<file path="src/rtl/fill_rect_cmd_decoder.sv">
// Pulls three-word fill-rect commands from the command FIFO, decodes them and hands them to the fill generator.
// Optional off-screen clipping is compiled in with `define FILL_RECT_CLIP_EN.
module fill_rect_cmd_decoder #(
    parameter int ROW_STRIDE = 240,
    parameter int SCREEN_WID = 240,
    parameter int SCREEN_HGT = 320
) (
    input  logic        i_clk,
    input  logic        i_rst,
    input  logic        i_cmd_fifo_rts,
    output logic        o_cmd_fifo_rtr,
    input  logic [31:0] i_cmd_fifo_data,
    input  logic        i_data_gen_is_idle,
    output logic        o_gen_start_strobe,
    output logic [15:0] o_init_addr,
    output logic [15:0] o_cmd_data_hgt,
    output logic [15:0] o_cmd_data_wid,
    output logic [3:0]  o_cmd_data_rval,
    output logic [3:0]  o_cmd_data_gval,
    output logic [3:0]  o_cmd_data_bval,
    output logic        o_decoder_busy,
    output logic [7:0]  o_drop_cnt
);

    typedef enum logic [2:0] {
        S_W0,
        S_W1,
        S_W2,
        S_CHECK,
        S_ISSUE,
        S_BUSY
    } state_t;

    localparam logic [3:0] OPC_FILL_RECT = 4'h1;

    state_t      r_state;
    state_t      w_next;

    logic        r_rtr;
    logic        r_strobe;
    logic [15:0] r_x;
    logic [15:0] r_y;
    logic [15:0] r_wid;
    logic [15:0] r_hgt;
    logic [3:0]  r_rval;
    logic [3:0]  r_gval;
    logic [3:0]  r_bval;
    logic [15:0] r_init_addr;
    logic [7:0]  r_drop_cnt;

    logic        w_xfer;
    logic        w_latch_rgb;
    logic        w_latch_xy;
    logic        w_latch_sz;
    logic        w_load_addr;
    logic        w_drop;
    logic        w_zero_size;
    logic        w_offscreen;
    logic [15:0] w_new_wid;
    logic [15:0] w_new_hgt;
    logic [15:0] w_row_off;
    logic [15:0] w_col_off;
    logic [15:0] w_addr;

    assign w_xfer      = i_cmd_fifo_rts & r_rtr;
    assign w_zero_size = (r_wid == 16'd0) || (r_hgt == 16'd0);

    // Row offset is formed at 32 bits and truncated, so the address wraps modulo 2^16.
    assign w_row_off = 16'(32'(r_y) * 32'(ROW_STRIDE));
    assign w_col_off = {3'b000, r_x[15:3]} * 16'd3;
    assign w_addr    = w_row_off + w_col_off;

`ifdef FILL_RECT_CLIP_EN
    logic [15:0] w_wid_room;
    logic [15:0] w_hgt_room;

    assign w_wid_room  = 16'(SCREEN_WID) - r_x;
    assign w_hgt_room  = 16'(SCREEN_HGT) - r_y;
    assign w_offscreen = (r_x >= 16'(SCREEN_WID)) || (r_y >= 16'(SCREEN_HGT));
    assign w_new_wid   = (r_wid > w_wid_room) ? w_wid_room : r_wid;
    assign w_new_hgt   = (r_hgt > w_hgt_room) ? w_hgt_room : r_hgt;
`else
    logic [15:0] w_unused_dims;

    assign w_unused_dims = 16'(SCREEN_WID) ^ 16'(SCREEN_HGT);
    assign w_offscreen   = 1'b0;
    assign w_new_wid     = r_wid;
    assign w_new_hgt     = r_hgt;
`endif

    always_ff @(posedge i_clk or posedge i_rst) begin
        if (i_rst) begin
            r_state <= S_W0;
        end else begin
            r_state <= w_next;
        end
    end

    always_comb begin
        w_next      = r_state;
        w_latch_rgb = 1'b0;
        w_latch_xy  = 1'b0;
        w_latch_sz  = 1'b0;
        w_load_addr = 1'b0;
        w_drop      = 1'b0;
        case (r_state)
            S_W0: begin
                if (w_xfer) begin
                    if (i_cmd_fifo_data[31:28] == OPC_FILL_RECT) begin
                        w_latch_rgb = 1'b1;
                        w_next      = S_W1;
                    end else begin
                        w_drop = 1'b1;
                    end
                end
            end
            S_W1: begin
                if (w_xfer) begin
                    w_latch_xy = 1'b1;
                    w_next     = S_W2;
                end
            end
            S_W2: begin
                if (w_xfer) begin
                    w_latch_sz = 1'b1;
                    w_next     = S_CHECK;
                end
            end
            S_CHECK: begin
                if (w_zero_size || w_offscreen) begin
                    w_drop = 1'b1;
                    w_next = S_W0;
                end else begin
                    w_load_addr = 1'b1;
                    w_next      = S_ISSUE;
                end
            end
            // Strobe is held while the generator stays idle, e.g. stalled by its arbiter.
            S_ISSUE: begin
                if (!i_data_gen_is_idle) begin
                    w_next = S_BUSY;
                end
            end
            S_BUSY: begin
                if (i_data_gen_is_idle) begin
                    w_next = S_W0;
                end
            end
            default: begin
                w_next = S_W0;
            end
        endcase
    end

    // Handshake outputs are registered from the next state so they line up with the state register.
    always_ff @(posedge i_clk or posedge i_rst) begin
        if (i_rst) begin
            r_rtr    <= 1'b0;
            r_strobe <= 1'b0;
        end else begin
            r_rtr    <= (w_next == S_W0) || (w_next == S_W1) || (w_next == S_W2);
            r_strobe <= (w_next == S_ISSUE);
        end
    end

    always_ff @(posedge i_clk or posedge i_rst) begin
        if (i_rst) begin
            r_rval      <= 4'd0;
            r_gval      <= 4'd0;
            r_bval      <= 4'd0;
            r_x         <= 16'd0;
            r_y         <= 16'd0;
            r_wid       <= 16'd0;
            r_hgt       <= 16'd0;
            r_init_addr <= 16'd0;
        end else begin
            if (w_latch_rgb) begin
                r_rval <= i_cmd_fifo_data[11:8];
                r_gval <= i_cmd_fifo_data[7:4];
                r_bval <= i_cmd_fifo_data[3:0];
            end
            if (w_latch_xy) begin
                r_x <= i_cmd_fifo_data[31:16];
                r_y <= i_cmd_fifo_data[15:0];
            end
            if (w_latch_sz) begin
                r_wid <= i_cmd_fifo_data[31:16];
                r_hgt <= i_cmd_fifo_data[15:0];
            end
            if (w_load_addr) begin
                r_init_addr <= w_addr;
                r_wid       <= w_new_wid;
                r_hgt       <= w_new_hgt;
            end
        end
    end

    always_ff @(posedge i_clk or posedge i_rst) begin
        if (i_rst) begin
            r_drop_cnt <= 8'd0;
        end else if (w_drop && (r_drop_cnt != 8'hFF)) begin
            r_drop_cnt <= r_drop_cnt + 8'd1;
        end
    end

    assign o_cmd_fifo_rtr     = r_rtr;
    assign o_gen_start_strobe = r_strobe;
    assign o_init_addr        = r_init_addr;
    assign o_cmd_data_wid     = r_wid;
    assign o_cmd_data_hgt     = r_hgt;
    assign o_cmd_data_rval    = r_rval;
    assign o_cmd_data_gval    = r_gval;
    assign o_cmd_data_bval    = r_bval;
    assign o_decoder_busy     = (r_state != S_W0);
    assign o_drop_cnt         = r_drop_cnt;

endmodule

</file>
<file path="config.mk">
export PLATFORM = sky130hd
export DESIGN_NAME = fill_rect_cmd_decoder
export DESIGN_NICKNAME = d
export VERILOG_FILES = /design/src/rtl/fill_rect_cmd_decoder.sv
export SDC_FILE = /design/constraint.sdc
export NUM_CORES = 1
export LEC_CHECK = 0
export BUFFER_PORTS_ARGS = -buffer_cell sky130_fd_sc_hd__clkbuf_2
export CORE_MARGIN = 1
export CORE_UTILIZATION = 33
export DETAILED_ROUTE_END_ITERATION = 8
export HOLD_SLACK_MARGIN = 0.02
export PLACE_DENSITY = 0.63
export SYNTH_ARGS = -nofsm -noshare
export SYNTH_HDL_FRONTEND = slang
export SYNTH_SLANG_ARGS = --single-unit
</file>
<file path="constraint.sdc">
create_clock -name i_clk -period 5.3 [get_ports i_clk]
set_clock_uncertainty 0.05 [all_clocks]
set_input_delay 0.265 -clock i_clk [delete_from_list [all_inputs] [get_ports i_clk]]
set_output_delay 0.265 -clock i_clk [all_outputs]
set_load 0.005 [all_outputs]
</file>
==> run metrics, run 1 <==
Async S/R FF share, synth=1.000; FMAX=roughly 0.21 GHz; CP top delay family=adder cells; worst hold-check path type=in2reg; kind of end point of the critical path=register; full die area=roughly 17000 um^2; most frequent cells in the layout=clkbuf_2 (106), dfrtp_1 (98), mux2_2 (75), inv_1 (50), ha_1 (29); wire length per cell=about 15 um; Skew-Pair Late Insertion Delay=roughly 0.34 ns; Startpoint Class=register; share of post-route cells with drive strength above 1=0.3571; fill count=~1600; measured slew at the worst slew-check pin=about 1.1 ns; Post-synth top flop=dfrtp_1; Core ar.=16120 um^2; Final #Nets=approximately 660; diode count=0; most common cell after layout, fill and taps aside=clkbuf_2; synthesis-stage register bit count=between 90 and 100; Slew headroom=0.2654; crit path DAT=between 4 and 5 ns; EDFF count, synth=0; Synth Net Count=approximately 550; # DRC=0; routed via count=3728; library cells used by synthesis=45; Slew Limit Fails=0; I/O Buffers=approximately 110; CP Cell Sequence=inv_1 > fa_1 > fa_1 > inv_1 > ha_1 > nor2b_1 > o21ai_0 > a21oi_1 > o21ai_0 > nand2_1 > xnor2_1 > fa_1 > inv_1 > ha_1 > a21oi_1 > o21bai_1 > a21oi_1 > o21ai_1 > xnor2_1 > xnor2_1 > o21ai_1; chip width=~130 um; setup violators final=0; Area Overhead vs Synth=19.45%; vias in the first global route=approximately 3900; detailed-router iteration count before antenna repair=4; critical path's slowest cell=fa_1; TritonCTS clock tree=done; required time worst endpoint=5.48 ns; HPWL Detailed=between 8000 and 9000 um; sequential-to-total area share from yosys stat=0.4437; Critical Path Fanout Max=6; Post-DRT Antenna Nets=0; largest net degree at the start of global routing=77; worst setup path class=reg2reg; GPL Wtd Cong=approximately 0.9; min Tclk post-route=between 4 and 5 ns; Top-Level Pins=107; clk sinks=98; initial antenna violation count=0; Die Height=between 100 and 150 um; setup TNS=0 ns; Reg clk slew, reported paths=around 0.06 ns; GR Util All Layers=0.1442; Num CTS Buffers=9; status=finished clean; Initial Util=0.3429; cell count after synthesis=around 460; Syn Area/Cell=11.96 um^2; DRT Wirelength=about 12000 um; Max clock buf depth=2; RSZ-0062 raised after global routing=no; first-pass GRT wire length=between 15000 and 20000 um; max incr delay on CP=0.51 ns; # rows=46; H-tree depth=3; Syn Std Cell Area=5527 um^2; Initial DRC Count=133; YS warnings=0; Post-CTS Setup Inserts=0; max_cap viols=0; Root Buffer=clkbuf_16; CP bufs+invs=3; Vias per Instance=roughly 4.7; fin crit share=0.9000; final count of hold timing violations=0; grt ovf=0
-- through the flow --
stage            util  setup WS, ns  hold slack [ns]  cells  instance area [um^2]
6_report       0.4096        0.5301          0.09593    790                  6601
3_5_place_dp   0.3899        0.5995           0.1957    775                  6284
3_3_place_gp   0.3899        0.6661           0.1782    775                  6284
5_1_grt        0.4096        0.1534          0.08956    790                  6601
2_1_floorplan       -        0.8779           0.3654    462                  5527
4_1_cts        0.4096        0.5552          0.08107    790                  6601
-- state kept, by name (all words and copies together) (netlist names) --
name and cells:
o_cmd_data_wid 16, o_cmd_data_gval 4, o_cmd_data_rval 4, o_cmd_data_bval 4, o_cmd_data_hgt 16, o_init_addr 16, o_gen_start_strobe 1, r_x 13
o_drop_cnt 8, r_y 12, r_state 3, o_cmd_fifo_rtr 1
-- what timing repair did --
action | 4_1_cts | 5_1_grt
hold buffers | 1 | 0
gates resized for setup | 0 | 0
hold endpoints to repair | 22 | 0
-- per-layer routing --
metal / track usage / vias to the layer above / share of wire
met5: 0 / - / 0
met4: 0.04393 / 0 / 0.014
met3: 0.03781 / 10 / 0.044
met2: 0.2354 / 73 / 0.48
met1: 0.1865 / 1846 / 0.46
li1: - / 1799 / -
-- Yosys cell counts (4+ instances only) --
cell,count,area [um^2]
buf_2,6,30.03
a21oi_1,16,80.08
o21ai_0,24,120.1
nor2_1,11,41.29
nand3_1,8,40.04
nand2_1,24,90.09
fa_1,27,540.5
nor4_1,8,50.05
mux2_2,75,844.6
nand4_1,4,25.02
ha_1,29,362.9
dfrtp_1,98,2452
a21o_1,7,52.55
xnor2_1,21,183.9
xor2_1,9,78.83
inv_1,51,191.4
-- logic make-up (layout without fill, tap and decap cells) --
kind of cell / after synthesis / after routing / synth area share
fa+ha+maj: 56 / 56 / 0.1635
simple gates: 71 / 71 / 0.06724
mux: 75 / 75 / 0.1528
buf+inv: 63 / 175 / 0.04709
compound gates: 69 / 69 / 0.07811
xor+xnor: 30 / 30 / 0.04755
flops: 98 / 98 / 0.4437
-- final cells by class --
| cell class | count | area, um^2 | area share |
|---|---|---|---|
| Timing Repair Buffer | 110 | 563.0 | 0.08529 |
| Clock buffer | 11 | 242.7 | 0.03677 |
| Inverter | 51 | 193.9 | 0.02938 |
| Sequential cell | 98 | 2452 | 0.3715 |
| Clock inverter | 3 | 65.06 | 0.009856 |
| Multi-Input combinational cell | 301 | 2814 | 0.4263 |
| Tap cell | 216 | 270.3 | 0.04094 |
-- path summary, 6_finish.rpt --
path | startpoint | to | slack, ns | cells past startpoint
setup / recovery | r_y[3] | o_init_addr[15] | 0.53 | 21
min in group asynchronous | i_rst | o_cmd_data_wid[15] | 0.38 | 3
hold reg to reg | o_init_addr[9] | o_init_addr[9] | 0.43 | 2
setup reg to reg | r_y[3] | o_init_addr[15] | 0.53 | 21
max in group asynchronous | i_rst | o_cmd_data_gval[1] | 3.59 | 4
hold / removal | i_cmd_fifo_data[12] | o_cmd_data_hgt[12] | 0.1 | 2
Power of run 1 is not shown: default switching activity piles up to over one toggle a cycle in this logic, so the estimate is an artifact.
==> inputs of run 2 (changes only) <==
Settings changed: CORE_UTILIZATION 33 to 56, PLACE_DENSITY 0.63 to 0.92.
==> run 2 against run 1 <==
Against the previous run:
- die area decreased by 41%
- setup slack worse by 0.062 ns
- via count increased by 3.8%
- utilization up 27 points
- cell count shrank 11%
- first-iteration DRC count is 18% higher
- cell area decreased by 3.6%
- critical path depth is the same
- sequential share of layout area up 1.4 points
- non-clock buffer count stayed put
- register-to-register slack lost 0.06 ns
- highest routed layer unchanged
- critical endpoint unchanged
==> run metrics, run 2 (synthesis results as in run 1) <==
status=finished clean; Skew-Pair Late Insertion Delay=about 0.37 ns; Num CTS Buffers=9; final core utilization=0.6757; setup TNS=0 ns; max_cap viols=0; grt met3 use=0.04003; worst setup path class=reg2reg; Reg2Reg Depth=21; vias in the first global route=4020; TritonCTS clock tree=done; WHS=approximately 0.077 ns; full die area=10270 um^2; grt ovf=0; HPWL Detailed=a little under 9000 um; Slew headroom=0.2102; most frequent cells in the layout=clkbuf_2 (106), dfrtp_1 (98), mux2_2 (75), inv_1 (50), ha_1 (29); Critical Path Fanout Max=6; GPL Wtd Cong=~0.93; Initial Util=0.5870; wire length per cell=about 16 um; H-tree depth=3; grt peak-use layer=met2; RSZ-0062 raised after global routing=no; Root Buffer=clkbuf_8; first-pass GRT wire length=18860 um; hold path depth=2; share of post-route cells with drive strength above 1=0.3594; Post-CTS Setup Inserts=0; detailed-router iteration count before antenna repair=5; Vias per Instance=between 5 and 6; CTS resizes=0; Die Height=101.3 um; FMAX=approximately 0.21 GHz; DRT Wirelength=11470 um; I/O Buffers=106; fin crit share=0.9117; Final #Nets=roughly 660; met1 GRT Util=0.3117; Initial DRC Count=157; Startpoint Class=register; routed via count=3868; clk sinks=98; diode count=0; Reg clk slew, reported paths=0.10 ns; Post-DRT Antenna Nets=0; kind of end point of the critical path=register; Core ar.=approximately 9400 um^2; most common cell after layout, fill and taps aside=clkbuf_2; worst hold-check path type=in2reg; required time worst endpoint=between 5 and 6 ns; met2 Usage GRT=0.3956; # DRC=0; final count of hold timing violations=0; Max clock buf depth=2; initial antenna violation count=0; Top-Level Pins=roughly 110; GR Util All Layers=0.2400; min Tclk post-route=between 4 and 5 ns; chip width=between 100 and 150 um; # rows=35; measured slew at the worst slew-check pin=about 1.2 ns; Slew Limit Fails=0; setup violators final=0; crit path DAT=just over 5 ns; largest net degree at the start of global routing=60; Area Overhead vs Synth=15.12%
[run 2: what timing repair did]
item,4_1_cts,5_1_grt
hold endpoints to repair,39,0
hold buffers,1,0
setup endpoints to repair,0,0
[run 2: routing by layer]
metal | up-vias | share of wire
met2 | 109 | 0.50
li1 | 1809 | -
met3 | 26 | 0.036
met1 | 1924 | 0.44
met5 | - | 0
met4 | 0 | 0.028
[run 2: final timing paths]
check | from | to | slack, ns
max | r_y[1] | o_init_addr[15] | 0.47
min | i_cmd_fifo_data[16] | o_cmd_data_wid[0] | 0.08
max reg2reg | r_y[1] | o_init_addr[15] | 0.47
min reg2reg | o_init_addr[6] | o_init_addr[6] | 0.44
max in group asynchronous | i_rst | o_cmd_data_bval[1] | 3.64
min in group asynchronous | i_rst | o_drop_cnt[0] | 0.41
[run 2: critical path, cell delays in order (launching register included)]
cell,delay [ns]
dfrtp_1,0.44
inv_1,0.09
fa_1,0.52
fa_1,0.52
inv_1,0.05
ha_1,0.35
nor2b_1,0.16
o21ai_0,0.21
a21oi_1,0.11
o21ai_0,0.17
nand2_1,0.11
xnor2_1,0.15
fa_1,0.48
inv_1,0.04
ha_1,0.38
a21oi_1,0.21
o21bai_1,0.08
a21oi_1,0.13
o21ai_1,0.09
xnor2_1,0.18
xnor2_1,0.14
o21ai_1,0.07
[run 2: area by class of cell]
| cell class | count | area [um^2] |
|---|---|---|
| multi-input combinational | 301 | 2814 |
| tap | 129 | 161.4 |
| clock inverter | 6 | 50.05 |
| timing repair buffer | 110 | 563.0 |
| fill | 674 | 3053 |
| sequential | 98 | 2452 |
| inverter | 51 | 193.9 |
| clock buffer | 10 | 127.6 |
[run 2: metrics by stage]
stage | cells | setup slack (ns) | cell area (um^2)
6_report | 705 | 0.4679 | 6362
5_1_grt | 705 | 0.1619 | 6362
4_1_cts | 705 | 0.4884 | 6362
3_5_place_dp | 688 | 0.5293 | 6175
3_3_place_gp | 688 | 0.6911 | 6175
2_1_floorplan | 462 | 0.8779 | 5527
Power of run 2 is left out for the same reason.
==> inputs of run 3 (changes only) <==
Settings changed: ABC_AREA set to 1, CORE_UTILIZATION 56 to 57.
==> run 3 against run 2 <==
Against the previous run:
- setup slack improved by 0.39 ns
- first-iteration DRC count increased by 65%
- non-clock buffer count decreased by 1
- via count increased by 28%
- critical path depth decreased by 2
- utilization increased by 0.42 points
- cell count increased by 36%
- register-to-register slack improved by 0.39 ns
- maximum frequency increased by 8.8%
- global-route usage increased by 1.4 points
- critical path type unchanged
==> run metrics, run 3 <==
library cells used by synthesis=34; CP bufs+invs=2; dpl cells=942; CTS resizes=0; Slew Limit Fails=0; CP top delay family=adder cells; final count of hold timing violations=0; Vias per Instance=roughly 5; DRT Wirelength=around 13000 um; Root Buffer=clkbuf_8; Async S/R FF share, synth=1.000; Startpoint Class=register; CP Cell Sequence=fa_1 > fa_1 > inv_1 > fa_1 > o21ai_1 > a21oi_1 > o21ai_1 > xnor2_1 > fa_1 > inv_1 > ha_1 > nand2_1 > nor2_1 > nand2_1 > nor2_1 > nor2_1 > nand3_1 > nand3_1 > nand2_1; main area contributors after synthesis=dfrtp_1 (41%), nand2_1 (13%), fa_1 (9.1%); Reg clk slew, reported paths=roughly 0.1 ns; post-synth top area cell=dfrtp_1; hold path depth=3; max_cap viols=0; Layout Cells excl Fill=~960; required time worst endpoint=5.56 ns; min Tclk post-route=4.443 ns; post-route cell area=between 6000 and 7000 um^2; largest net degree at the start of global routing=72; Post-CTS Setup Inserts=0; placed inst area=about 6600 um^2; Area Overhead vs Synth=13.75%; GPL Wtd Cong=~0.92; RR Endpoint=o_init_addr[15]; clk sinks=98; initial antenna violation count=0; Commonest cells post-synth=nand2_1 (203), inv_1 (108), dfrtp_1 (98); synthesis-stage register bit count=98; Final #Nets=roughly 910; worst setup path class=reg2reg; max incr delay on CP=0.57 ns; share of post-route cells with drive strength above 1=0.1964; grt ovf=0; Synth top area share=0.4121; GR Util All Layers=0.2543; Die Height=about 100 um; Top-Level Pins=107; vias in the first global route=roughly 4800; diode count=0; Num CTS Buffers=9; most common cell after layout, fill and taps aside=nand2_1; Critical Path Fanout Max=5; Slew headroom=0.3067; Reg2Reg Setup Slack=between 0.8 and 0.9 ns; most frequent cells in the layout=nand2_1 (203), inv_1 (107), clkbuf_2 (106), dfrtp_1 (98), o21ai_1 (44); Reg-to-Reg Start=r_y[0]; I/O Buffers=between 100 and 150; Max clock buf depth=2; setup violators final=0; Skew-Pair Late Insertion Delay=between 0.3 and 0.4 ns; Syn Std Cell Area=slightly below 6000 um^2; Initial Util=0.5978; HPWL Detailed=slightly below 10000 um; full die area=10850 um^2; Syn Area/Cell=approximately 8.3 um^2; first-pass GRT wire length=~22000 um; Synth Net Count=just over 800; Critical Path End=o_init_addr[15]; kind of end point of the critical path=register; RSZ-0062 raised after global routing=no; Post-DRT Antenna Nets=0; Initial DRC Count=~260; measured slew at the worst slew-check pin=between 1 and 1.5 ns; EDFF count, synth=0; count leader, synth=nand2_1; crit path DAT=between 4 and 5 ns; cell count after synthesis=approximately 720; crit path from=r_y[0]; status=finished clean; fin crit share=0.8382; chip width=around 100 um; CP most frequent cell=fa_1; pre-CTS setup slack=0.8785 ns; wire length per cell=about 13 um; Stages on worst setup path=19; detailed-router iteration count before antenna repair=4; worst hold-check path type=in2reg; Reg2Reg Depth=19; sequential-to-total area share from yosys stat=0.4121; routed via count=slightly below 5000; Core ar.=9955 um^2; # DRC=0; critical path's slowest cell=fa_1; # rows=36; YS warnings=0; Setup WS post-layout=about 0.86 ns; CTS Hold Bufs=1; FMAX=0.2251 GHz; H-tree depth=3; setup TNS=0 ns; TritonCTS clock tree=done; Post-synth top flop=dfrtp_1
==> run 3: changes by cell type in the layout (fill, tap and decap cells not counted), sizes merged, moves of 5 or more <==
cell	delta
nand2	+198
mux2	-75
inv	+59
o21ai	+51
nor2	+36
nand3	+24
xnor2	-11
nor4	-8
a21o	-6
clkinv	+5
==> run 3: worst min path at each step <==
stage                             start                 end  slack [ns]
finish              i_cmd_fifo_data[15]  o_cmd_data_hgt[15]        0.04
global route        i_cmd_fifo_data[14]  o_cmd_data_hgt[14]        0.05
CTS                 i_cmd_fifo_data[15]  o_cmd_data_hgt[15]        0.04
detailed placement                i_rst       o_drop_cnt[7]        0.20
global placement                  i_rst   o_cmd_data_wid[6]        0.20
floorplan           i_cmd_fifo_data[12]  o_cmd_data_hgt[12]        0.33
==> run 3: cells by family (layout without fill, tap and decap cells) <==
kind of cell    after synthesis  in the layout  synth area share
compound gates              105            105           0.09399
xor+xnor                     17             17           0.02502
fa+ha+maj                    56             56            0.1518
buf+inv                     127            236           0.08684
flops                        98             98            0.4121
simple gates                313            313            0.2302
==> run 3: worst min-delay path: stages <==
cell and delay [ns]:
clkbuf_2 0.07, nand2_1 0.04, nand2_1 0.05
==> run 3: routing by layer <==
metal	global-route usage	wire, um	up-vias
met2	0.4433	6363	126
met3	0.04010	658	17
met4	0.07449	203	0
li1	-	-	2453
met5	0	0	-
met1	0.3276	5615	2337
==> run 3: cell type report <==
type | count | area (um^2)
clock buffers | 9 | 123.9
fillers | 806 | 3186
clock inverters | 6 | 66.31
flip-flops and latches | 98 | 2452
multi-input cells | 491 | 2982
inverters | 112 | 422.9
repair buffers | 109 | 555.5
well taps | 133 | 166.4
==> run 3: through the flow <==
stage,hold WS (ns),utilization
2_1_floorplan,0.3317,-
3_3_place_gp,0.1975,0.6599
3_5_place_dp,0.1956,0.6599
4_1_cts,0.03614,0.6800
5_1_grt,0.05039,0.6800
6_report,0.04385,0.6800
Power of run 3 is left out for the same reason.
